===== src/rtl/uart_prog_loader.sv =====
// UART 8N1 receiver that streams received bytes into a 16 x 8 program memory.
// Latency: rx_valid pulses one cycle after the stop-bit sample; memory write lands on that same edge.
// Backpressure: none; ena=0 freezes all state, forces rx_valid low, and leaves rd_data live.
//
// Ports:
//   clk, rst_n    - system clock, asynchronous active-low reset
//   ena           - global enable (hold all state when 0)
//   rx            - asynchronous serial input, idle high, 8N1 LSB first
//   load_en       - when 1, valid bytes are written at wr_ptr
//   rd_addr       - program memory read address
//   rd_data       - combinational read of mem[rd_addr]
//   rx_valid      - one-cycle pulse per validly framed byte
//   rx_byte       - last validly framed byte
//   frame_err     - sticky, set when a stop bit samples 0
//   wr_ptr        - next write address
//   prog_full     - all 16 locations written since load_en rose
module uart_prog_loader #(
    parameter int CLKS_PER_BIT = 16
) (
    input  logic       clk,
    input  logic       rst_n,
    input  logic       ena,
    input  logic       rx,
    input  logic       load_en,
    input  logic [3:0] rd_addr,
    output logic [7:0] rd_data,
    output logic       rx_valid,
    output logic [7:0] rx_byte,
    output logic       frame_err,
    output logic [3:0] wr_ptr,
    output logic       prog_full
);
    localparam int CW = $clog2(CLKS_PER_BIT);
    localparam logic [CW-1:0] CNT_LAST = CW'(CLKS_PER_BIT - 1);
    localparam logic [CW-1:0] CNT_HALF = CW'(CLKS_PER_BIT / 2 - 1);

    typedef enum logic [1:0] {IDLE, START, DATA, STOP} state_t;

    state_t        state, state_nxt;
    logic [CW-1:0] cnt, cnt_nxt;
    logic [2:0]    bit_idx, bit_idx_nxt;
    logic [7:0]    shift, shift_nxt;
    logic          rx_meta, rx_s;
    logic          rx_valid_q;
    logic          load_en_q;
    logic [7:0]    mem [16];

    logic stop_hit, good_stop, bad_stop, load_rise, do_write;

    // Stop bit is evaluated in the last count of STOP, i.e. the centre of the stop bit.
    assign stop_hit  = (state == STOP) && (cnt == CNT_LAST);
    assign good_stop = stop_hit & rx_s;
    assign bad_stop  = stop_hit & ~rx_s;
    assign load_rise = load_en & ~load_en_q;
    // The write decision uses load_en as seen in the stop-sample cycle only.
    assign do_write  = good_stop & load_en & ~prog_full;

    assign rd_data  = mem[rd_addr];
    assign rx_valid = rx_valid_q & ena;

    always_comb begin
        state_nxt   = state;
        cnt_nxt     = cnt;
        bit_idx_nxt = bit_idx;
        shift_nxt   = shift;
        case (state)
            IDLE: begin
                cnt_nxt     = '0;
                bit_idx_nxt = '0;
                if (!rx_s) state_nxt = START;
            end
            START: begin
                if (cnt == CNT_HALF) begin
                    cnt_nxt   = '0;
                    // A high line at mid start bit is a glitch, not a frame.
                    state_nxt = rx_s ? IDLE : DATA;
                end else begin
                    cnt_nxt = cnt + 1'b1;
                end
            end
            DATA: begin
                if (cnt == CNT_LAST) begin
                    cnt_nxt     = '0;
                    shift_nxt   = {rx_s, shift[7:1]};
                    bit_idx_nxt = bit_idx + 3'd1;
                    if (bit_idx == 3'd7) state_nxt = STOP;
                end else begin
                    cnt_nxt = cnt + 1'b1;
                end
            end
            STOP: begin
                if (cnt == CNT_LAST) begin
                    cnt_nxt   = '0;
                    state_nxt = IDLE;
                end else begin
                    cnt_nxt = cnt + 1'b1;
                end
            end
            default: state_nxt = IDLE;
        endcase
    end

    always_ff @(posedge clk or negedge rst_n) begin
        if (!rst_n) begin
            rx_meta <= 1'b1;
            rx_s    <= 1'b1;
            state   <= IDLE;
            cnt     <= '0;
            bit_idx <= '0;
            shift   <= '0;
        end else if (ena) begin
            rx_meta <= rx;
            rx_s    <= rx_meta;
            state   <= state_nxt;
            cnt     <= cnt_nxt;
            bit_idx <= bit_idx_nxt;
            shift   <= shift_nxt;
        end
    end

    always_ff @(posedge clk or negedge rst_n) begin
        if (!rst_n) begin
            rx_valid_q <= 1'b0;
            rx_byte    <= 8'h00;
            frame_err  <= 1'b0;
            wr_ptr     <= 4'd0;
            prog_full  <= 1'b0;
            load_en_q  <= 1'b0;
        end else if (!ena) begin
            rx_valid_q <= 1'b0;
        end else begin
            rx_valid_q <= good_stop;
            load_en_q  <= load_en;
            if (good_stop) rx_byte <= shift;
            if (load_rise) frame_err <= 1'b0;
            if (bad_stop)  frame_err <= 1'b1;
            if (!load_en || load_rise) begin
                wr_ptr    <= 4'd0;
                prog_full <= 1'b0;
            end
            if (do_write) begin
                wr_ptr <= wr_ptr + 4'd1;
                if (wr_ptr == 4'd15) prog_full <= 1'b1;
            end
        end
    end

    always_ff @(posedge clk or negedge rst_n) begin
        if (!rst_n) begin
            for (int i = 0; i < 16; i++) mem[i] <= 8'h00;
        end else if (ena && do_write) begin
            mem[wr_ptr] <= shift;
        end
    end
endmodule


===== config.mk =====
export PLATFORM = sky130hd
export DESIGN_NAME = uart_prog_loader
export DESIGN_NICKNAME = d
export VERILOG_FILES = /design/src/rtl/uart_prog_loader.sv
export SDC_FILE = /design/constraint.sdc
export NUM_CORES = 1
export LEC_CHECK = 0
export ABC_CLOCK_PERIOD_IN_PS = 2500
export CAP_MARGIN = 20
export CORE_MARGIN = 1.5
export CORE_UTILIZATION = 60
export DETAILED_ROUTE_END_ITERATION = 7
export PLACE_DENSITY = 0.79
export RECOVER_POWER = 100
export REMOVE_ABC_BUFFERS = 1
export SYNTH_ARGS = -nofsm -noshare
export SYNTH_HDL_FRONTEND = slang
export SYNTH_SLANG_ARGS = --single-unit

===== constraint.sdc =====
create_clock -name clk -period 2.5 [get_ports clk]
set_clock_uncertainty 0.1 [all_clocks]
set_input_delay 0.5 -clock clk [delete_from_list [all_inputs] [get_ports clk]]
set_output_delay 0.5 -clock clk [all_outputs]
set_load 0.01 [all_outputs]

==> summary.txt <==
Seq/Total Area, Yosys - 51.23%
Area grow syn2layout - 13.68%
Synth unique cells - 44
Total Power - 0.006073 W
GP Congestion - 0.8348
WHS - 384.0 ps
Grt ovf - 0
Leak - 4.419 nW
Top cell type by total area after synthesis - dfrtp_1
Setup TNS - 0 ps
Hold endpoint - mem[99]
Crit path DAT - 1880 ps
Worst hold path depth - 1
CTS Buf Count - 17
CP endpoint kind - primary output
Ant. Diodes - 0
All-layer global routing usage - 28.03%
Pin count of the biggest net entering global routing - 60
Slew HR - 5.956%
Row count - 41
Mapped Area - 7966 um2
Reg-to-reg startpoint - cnt[1]
Met3 wire len - 929 um
Via/cell ratio - 6.317
Core Box Area - 12770 um2
Gate Count Post-Synth - 511
Die W - 118.2 um
CP Launch Type - primary input
Die H - 118.2 um
Top FF cell, synth - dfrtp_1
Avg Cell Area, Syn - 15.59 um2
Area after DPL - 8620 um2
Final setup viols - 0
Net count, final - 572
WL per Instance - 24.86 um
Post-synthesis async set-or-reset flop share - 100.0%
Clock Pin Slew Worst Setup and Hold Paths - 60 ps
VDD IR max - 460.7 uV
Count leader, synth - dfrtp_1
Yosys top cell area share - 50.57%
Core Util, Final - 70.90%
I/O Buffers - 31
Post-synth top cells - 161 x dfrtp_1, 82 x mux2_2, 64 x mux2_4
Wirelength, routed - 18.42 mm
Ys Warns - 0
Via Count - 4681
Maximum clock frequency - 403.0 MHz
Critical Path RT - 1900 ps
Detailed-route DRC error count - 0
Min-Delay Path Class - reg -> reg
Die ar. - 13980 um2
Pwr dens - 670.6 nW/um2
Crit path max fanout - 16
Iteration-0 DRC Markers - 264
Design Area, Final - 9056 um2
Worst-margin pin slew - 1411 ps
Met2 wire length - 9.361 mm
Synth Register Bits - 163
CP Class - in -> out
Top layer in use - met4
Fin crit share - 99.26%
Starting Density - 62.37%
Worst r2r dst - mem[0]
Status - complete, no violations
Share of cells above drive strength 1 - 40.95%
CTS tree - done
Synth area leaders - dfrtp_1 51%, mux2_4 12%, mux2_2 12%
Root Buffer - clkbuf_16
Sink Count - 163
Max-slew violation count - 0
Tmin final - 2481 ps
Reg2Reg Depth - 6
Register-to-register setup slack - 170 ps
Post-route antenna net violation count - 0
Number of max-cap violations - 0
CTS max path bufs - 2
I/O pins - 32
Number of synthesized flops with an enable pin - 0
Worst hold start - mem[99]
FILL cells - 838
Initial antenna violation count - 0
1st-pass router iterations - 5
DPL Wire Length - 10.97 mm
Met1 wire length - 7.601 mm
Fin. Hold Viols - 0
First-pass GRT wire length - 29.24 mm
Clk_lat worst skew - 430 ps
H-tree depth - 4
Vias in the first global route - 5072
## placed cells by master, fill, tap and decap left out, types with 4 or more instances in the layout
cell type / n
mux4_2: 32
buf_12: 7
nand2_1: 17
mux2_4: 13
nor2_4: 9
dlygate4sd3_1: 16
a22oi_2: 12
a22o_1: 5
o21ai_0: 10
a31oi_1: 4
buf_4: 11
ha_1: 7
inv_1: 10
inv_6: 6
a22oi_1: 4
nor2_1: 5
mux2_1: 51
mux2_2: 83
dfrtp_1: 161
nand3_1: 6
clkbuf_16: 18
nand4_1: 4
nor2_8: 4
## power breakdown
group	total, W	leakage (nW)	switching, W	internal, W
logic	0.000573	1.88	0.000320	0.000253
registers	0.00283	2.24	0.000123	0.00271
clock network	0.00267	0.297	0.00114	0.00153
## layout make-up
cell class                 instances  area [um2]  area share [%]
sequential                       163        4081           45.07
multi-input combinational        301        3441           37.99
timing repair buffer              62       673.1           7.433
clock buffer                      18       439.2           4.849
tap                              172       215.2           2.376
clock inverter                    14       165.2           1.824
inverter                          11       41.29          0.4559
## through the flow
stage | worst slack (ps) | std cells
finish | 18.51 | 741
global route | -10.67 | 741
CTS | -46.52 | 738
detailed placement | -558.9 | 701
global placement | -538.1 | 701
floorplan | 173.7 | 475
## flip-flops by register name (all words and copies together), names as in the netlist, 3 cells and up, named ones only
| register | flops |
|---|---|
| mem | 128 |
| shift | 8 |
| rx_byte | 8 |
| bit_idx | 3 |
| cnt | 4 |
| wr_ptr | 4 |
## repair_timing
action                                  CTS  global route
resized for setup                        38            13
setup buffers                             2             2
endpoints found under the setup margin    8             7
hold endpoints to repair                 49             0
hold buffers                              1             0
cloned                                    2             1
pin swaps                                 0             6
## kinds of logic after synthesis
group | Yosys count | synth area share (%)
AOI/OAI and AO/OA | 46 | 4.068
and+or+nand+nor | 69 | 8.151
buffers and inverters | 47 | 2.607
muxes | 179 | 32.84
DFF | 163 | 51.23
adders and majority gates | 7 | 1.099
## routing by layer
layer / track usage, % / up-vias
met3: 6.853 / 45
met4: 9.527 / 0
li1: - / 1993
met5: 0 / -
met1: 36.66 / 2495
met2: 46.08 / 148
## critical path, stage by stage
cell             delay [ps]
clkdlybuf4s18_2         280
buf_16                  200
mux4_2                  330
a22oi_2                 210
nand2_1                  70
dlygate4sd2_1           280
## how the worst max path moves through the flow
stage | from | endpoint | slack, ps | cells past startpoint
after detailed placement | rd_addr[1] | rd_data[4] | -560 | 6
after floorplan | load_en | mem[112] | 170 | 4
after global routing | rd_addr[1] | rd_data[3] | -10 | 6
after CTS | rd_addr[0] | rd_data[6] | -50 | 6
after global placement | rd_addr[1] | rd_data[4] | -540 | 6
final | rd_addr[1] | rd_data[3] | 20 | 6
(Power assumes the default switching activity.)
